$ cat src/rtl/silife_sync_sequencer.sv
// Generation-step sequencer for silife_grid_sync: runs the edge-exchange sync clock,
// waits for the exchange to drain, then pulses a one-cycle grid update.
module silife_sync_sequencer #(
    parameter int CLK_DIV  = 4,
    parameter int PULSES   = 34,
    parameter int TIMEOUT  = 255,
    parameter int GEN_BITS = 16
) (
    input  logic                clk,
    input  logic                reset,
    input  logic                i_step,
    input  logic                i_sync_enable,
    input  logic                i_busy,
    output logic                o_sync_clk_syn,
    output logic                o_sync_active_syn,
    output logic                o_grid_update,
    output logic                o_ready,
    output logic                o_timeout,
    output logic [GEN_BITS-1:0] o_gen_count
);

    localparam int DIV_W = $clog2(CLK_DIV + 1);
    localparam int PUL_W = $clog2(PULSES + 1);
    localparam int DRN_W = $clog2(TIMEOUT + 1);

    localparam logic [DIV_W-1:0] DIV_LAST = DIV_W'(CLK_DIV - 1);
    localparam logic [PUL_W-1:0] PUL_LAST = PUL_W'(PULSES);
    localparam logic [DRN_W-1:0] DRN_LAST = DRN_W'(TIMEOUT - 1);

    typedef enum logic [2:0] {
        S_IDLE,
        S_ARM,
        S_CLOCK,
        S_DRAIN,
        S_UPDATE
    } state_t;

    state_t              r_state, w_state;
    logic [DIV_W-1:0]    r_div, w_div;
    logic [PUL_W-1:0]    r_pulse, w_pulse;
    logic                r_phase, w_phase;
    logic [DRN_W-1:0]    r_drain, w_drain;
    logic                r_timeout, w_timeout;
    logic                r_sync_clk, r_sync_active, r_grid_update;
    logic                w_sync_clk, w_sync_active;
    logic [GEN_BITS-1:0] r_gen_count;

    always_comb begin
        w_state   = r_state;
        w_div     = r_div;
        w_pulse   = r_pulse;
        w_phase   = r_phase;
        w_drain   = r_drain;
        w_timeout = r_timeout;
        case (r_state)
            S_IDLE: begin
                if (i_step) begin
                    w_timeout = 1'b0;
                    w_div     = '0;
                    w_state   = i_sync_enable ? S_ARM : S_UPDATE;
                end
            end
            S_ARM: begin
                if (r_div == DIV_LAST) begin
                    w_div   = '0;
                    w_phase = 1'b0;
                    w_pulse = '0;
                    w_state = S_CLOCK;
                end else begin
                    w_div = r_div + DIV_W'(1);
                end
            end
            S_CLOCK: begin
                // r_phase: 0 = low half, 1 = high half of the current sync pulse
                if (r_div == DIV_LAST) begin
                    w_div = '0;
                    if (!r_phase) begin
                        w_phase = 1'b1;
                        w_pulse = r_pulse + PUL_W'(1);
                    end else if (r_pulse == PUL_LAST) begin
                        w_phase = 1'b0;
                        w_drain = '0;
                        w_state = S_DRAIN;
                    end else begin
                        w_phase = 1'b0;
                    end
                end else begin
                    w_div = r_div + DIV_W'(1);
                end
            end
            S_DRAIN: begin
                if (!i_busy) begin
                    w_state = S_UPDATE;
                end else if (r_drain == DRN_LAST) begin
                    w_timeout = 1'b1;
                    w_state   = S_IDLE;
                end else begin
                    w_drain = r_drain + DRN_W'(1);
                end
            end
            S_UPDATE: w_state = S_IDLE;
            default:  w_state = S_IDLE;
        endcase
    end

    // Outputs are registered from the next state so they align with the state change.
    always_comb begin
        w_sync_active = (w_state == S_ARM) || (w_state == S_CLOCK);
        w_sync_clk    = (w_state == S_CLOCK) && w_phase;
    end

    always_ff @(posedge clk) begin
        if (!reset) begin
            r_state       <= S_IDLE;
            r_div         <= '0;
            r_pulse       <= '0;
            r_phase       <= 1'b0;
            r_drain       <= '0;
            r_timeout     <= 1'b0;
            r_sync_clk    <= 1'b0;
            r_sync_active <= 1'b0;
            r_grid_update <= 1'b0;
            r_gen_count   <= '0;
        end else begin
            r_state       <= w_state;
            r_div         <= w_div;
            r_pulse       <= w_pulse;
            r_phase       <= w_phase;
            r_drain       <= w_drain;
            r_timeout     <= w_timeout;
            r_sync_clk    <= w_sync_clk;
            r_sync_active <= w_sync_active;
            r_grid_update <= (w_state == S_UPDATE);
            if (w_state == S_UPDATE) begin
                r_gen_count <= r_gen_count + GEN_BITS'(1);
            end
        end
    end

    assign o_sync_clk_syn    = r_sync_clk;
    assign o_sync_active_syn = r_sync_active;
    assign o_grid_update     = r_grid_update;
    assign o_ready           = (r_state == S_IDLE);
    assign o_timeout         = r_timeout;
    assign o_gen_count       = r_gen_count;

endmodule
$ cat config.mk
export PLATFORM = sky130hd
export DESIGN_NAME = silife_sync_sequencer
export DESIGN_NICKNAME = d
export VERILOG_FILES = /design/src/rtl/silife_sync_sequencer.sv
export SDC_FILE = /design/constraint.sdc
export NUM_CORES = 1
export LEC_CHECK = 0
export ABC_AREA = 0
export CAP_MARGIN = 20
export CORE_MARGIN = 2
export CORE_UTILIZATION = 40
export DETAILED_ROUTE_END_ITERATION = 10
export GPL_TIMING_DRIVEN = 0
export PLACE_DENSITY = 0.64
export SYNTH_ARGS = -nofsm -noshare
export SYNTH_HDL_FRONTEND = slang
export SYNTH_SLANG_ARGS = --single-unit
$ cat constraint.sdc
create_clock -name clk -period 2 [get_ports clk]
set_input_delay 0.4 -clock clk [delete_from_list [all_inputs] [get_ports clk]]
set_output_delay 0.4 -clock clk [all_outputs]
set_load 0.05 [all_outputs]
==> results.py <==
metrics = {
    "final_layout": {
        "drive_above_1_share": 0.132,
        "final_util": 0.525,
        "nets": 291,
        "fillers": 484,
        "syn2layout_area_growth_pct": 26.6,
        "mostFrequentLayoutCell": "dfxtp_1",
        "diodes": 0,
        "final_cell_mix": "37 x dfxtp_1, 21 x nor2_1, 19 x clkdlybuf4s50_1, 18 x a21oi_1, 15 x nand2_1",
    },
    "drt": {
        "routed_via_density": 5.49,
        "initialDrtViolationCount": 109,
        "drc": 0,
        "first_pass_iters": 4,
        "routed_wl_mm": 5.11,
        "vias": 1921,
        "antenna_left": 0,
        "wl_per_cell_um": 14.6,
    },
    "grt": {
        "grt.total_usage": 0.181,
        "antenna_found_initial": 0,
        "grt_pass1_wl_mm": 8.69,
        "overflow": 0,
        "grt_max_degree": 13,
        "grt_pass1_vias": 1847,
    },
    "floorplan": {
        "core_area_mm2": 0.00511,
        "dieWidth_um": 76.8,
        "io_pins": 26,
        "initial_core_util": 0.415,
        "die-height_um": 76.8,
        "row_count": 26,
        "dieArea_mm2": 0.00590,
    },
    "sta": {
        "setup_violations": 0,
        "fin_ws_ns": 0.0152,
        "min_period_ns": 1.98,
        "relSlewSlack": 0.590,
        "tightest_slew_ns": 0.600,
        "fin_worst_skew_ns": 0.00666,
        "hold_ws_ns": 0.489,
        "period_share": 0.992,
        "finalHoldViolations": 0,
        "report.final.slew_viol_count": 0,
        "rsz0062_at_grt": "yes",
        "fmax_mhz": 504,
    },
    "synthesis": {
        "synth.distinct_cells": 49,
        "synth-seq-area-share": 0.387,
        "synth_edf_count": 0,
        "synth_area_mm2": 0.00212,
        "ys_ff_latch": 41,
        "yosysTopAreaCellShare": 0.387,
        "synth_warnings": 0,
        "synth_nets": 256,
        "synth_ff_type": "dfxtp_1",
        "yosys.area.top_type": "dfxtp_1",
        "synth-async-reset-ratio": 0,
        "syn_inst": 244,
        "yosys-top-cells-area": "dfxtp_1 39%, a21oi_1 4.7%, ha_1 4.1%",
        "syn_avg_cell_area_um2": 8.69,
    },
    "worst_setup_path": {
        "worst-setup-path-type": "input port to flop",
        "crit_fanout": 6,
        "arrival_ns": 2.22,
        "startpoint_type": "input port",
        "endpoint_kind": "flop",
        "worstPathRequired_ns": 2.23,
    },
    "pwr": {
        "vdd_drop_max_mv": 0.380,
        "power.share.clock": 0.389,
        "finalPower_mw": 1.55,
        "powerDensity_mw_per_mm2": 579,
        "seqPwrFrac": 0.535,
        "switching_share": 0.243,
        "switching_power_mw": 0.378,
        "leakage_nw": 0.951,
        "internal-power_mw": 1.18,
        "combPwrFrac": 0.076,
    },
    "placement": {
        "dp_slack_ns": -0.664,
        "port_buffers": 24,
        "routabilityCongestion": 0.828,
        "dp_hpwl_mm": 3.61,
    },
    "clocking": {
        "cts_num_sinks": 41,
        "insertion_delay_ns": 0.29,
        "holdBufCountCts": 0,
        "cts_tree": "done",
        "clkTransAtPathRegs_ns": 0.08,
        "cts_root_buf": "clkbuf_8",
        "cts_buffers": 5,
        "clk_path_buf_depth": 2,
        "htreeDepth": 2,
    },
    "worst_hold_path": {
        "hold_path.class": "flop to flop",
    },
    "status": {
        "outcome": "finished clean",
    },
    "run": {
        "cap_violations": 0,
    },
}
power groups by stage:
stage / Sequential [mW] / Combinational, mW / Clock [mW]
2_1_floorplan: 0.867 / 0.0604 / 0
3_3_place_gp: 0.852 / 0.114 / 0
3_5_place_dp: 0.852 / 0.115 / 0
4_1_cts: 0.831 / 0.119 / 0.617
5_1_grt: 0.833 / 0.128 / 0.652
6_report: 0.832 / 0.118 / 0.604
Yosys cell counts, types with 5 or more instances:
library cell / count
o21ai_0: 12
nand2b_1: 6
and3_1: 5
nand3_1: 13
dfxtp_1: 41
ha_1: 7
clkbuf_1: 10
nand2_1: 16
a21oi_1: 20
mux2i_1: 5
nor2_1: 21
inv_1: 7
a2111o_1: 5
kinds of logic (layout without fill, tap and decap cells):
group / Yosys count / count (layout) / synth area share
compound gates: 64 / 64 / 0.208
xor+xnor: 7 / 7 / 0.0289
fa+ha+maj: 7 / 7 / 0.0413
buf+inv: 19 / 55 / 0.0378
flops: 41 / 41 / 0.387
mux: 6 / 6 / 0.0289
simple gates: 100 / 100 / 0.267
per-stage QoR:
stage / instances / area [µm²] / setup TNS, ns
2_1_floorplan: 244 / 2130 / 0
3_3_place_gp: 338 / 2450 / -9.13
3_5_place_dp: 338 / 2450 / -9.53
4_1_cts: 350 / 2630 / -0.0705
5_1_grt: 350 / 2680 / -0.0238
6_report: 350 / 2680 / 0
final timing paths:
check | startpoint | end | slack, ns | cells after the start
hold / removal | o_gen_count[15] | o_gen_count[15] | 0.49 | 2
setup reg to reg | r_state[0] | o_gen_count[11] | 0.03 | 4
hold reg to reg | o_gen_count[15] | o_gen_count[15] | 0.49 | 2
setup / recovery | i_step | o_gen_count[11] | 0.02 | 5
what timing repair did:
action / CTS / global route
setup buffers: 4 / 1
gates resized for setup: 19 / 17
pin swaps: 5 / 3
endpoints found under the setup margin: 24 / 22
layer usage:
layer,track usage,vias up,wire [µm]
met1,0.230,907,2400
li1,-,982,-
met4,0.0545,0,64
met5,0,-,0
met3,0.0353,9,137
met2,0.308,23,2510
critical path, stage by stage:
cell and delay, ns:
dlygate4sd2_1 0.28, or4b_4 0.53, a211o_4 0.38, or4b_4 0.49, a21oi_2 0.13
flip-flops by register name (all words and copies together), names as in the netlist:
register / cells
r_pulse: 6
o_grid_update: 1
r_drain: 8
r_state: 3
r_div: 3
o_gen_count: 16
o_sync_active_syn: 1
r_phase: 1
o_timeout: 1
o_sync_clk_syn: 1
cell type report:
cell class / count / area [µm²] / share of cell area
Sequential cell: 41 / 828 / 0.309
Timing Repair Buffer: 29 / 278 / 0.104
Buffer: 11 / 51.3 / 0.0191
Clock inverter: 1 / 5.00 / 0.00187
Clock buffer: 7 / 96.3 / 0.0359
Multi-Input combinational cell: 184 / 1310 / 0.488
Tap cell: 70 / 87.6 / 0.0326
Inverter: 7 / 26.3 / 0.00979
(Power assumes the default switching activity.)
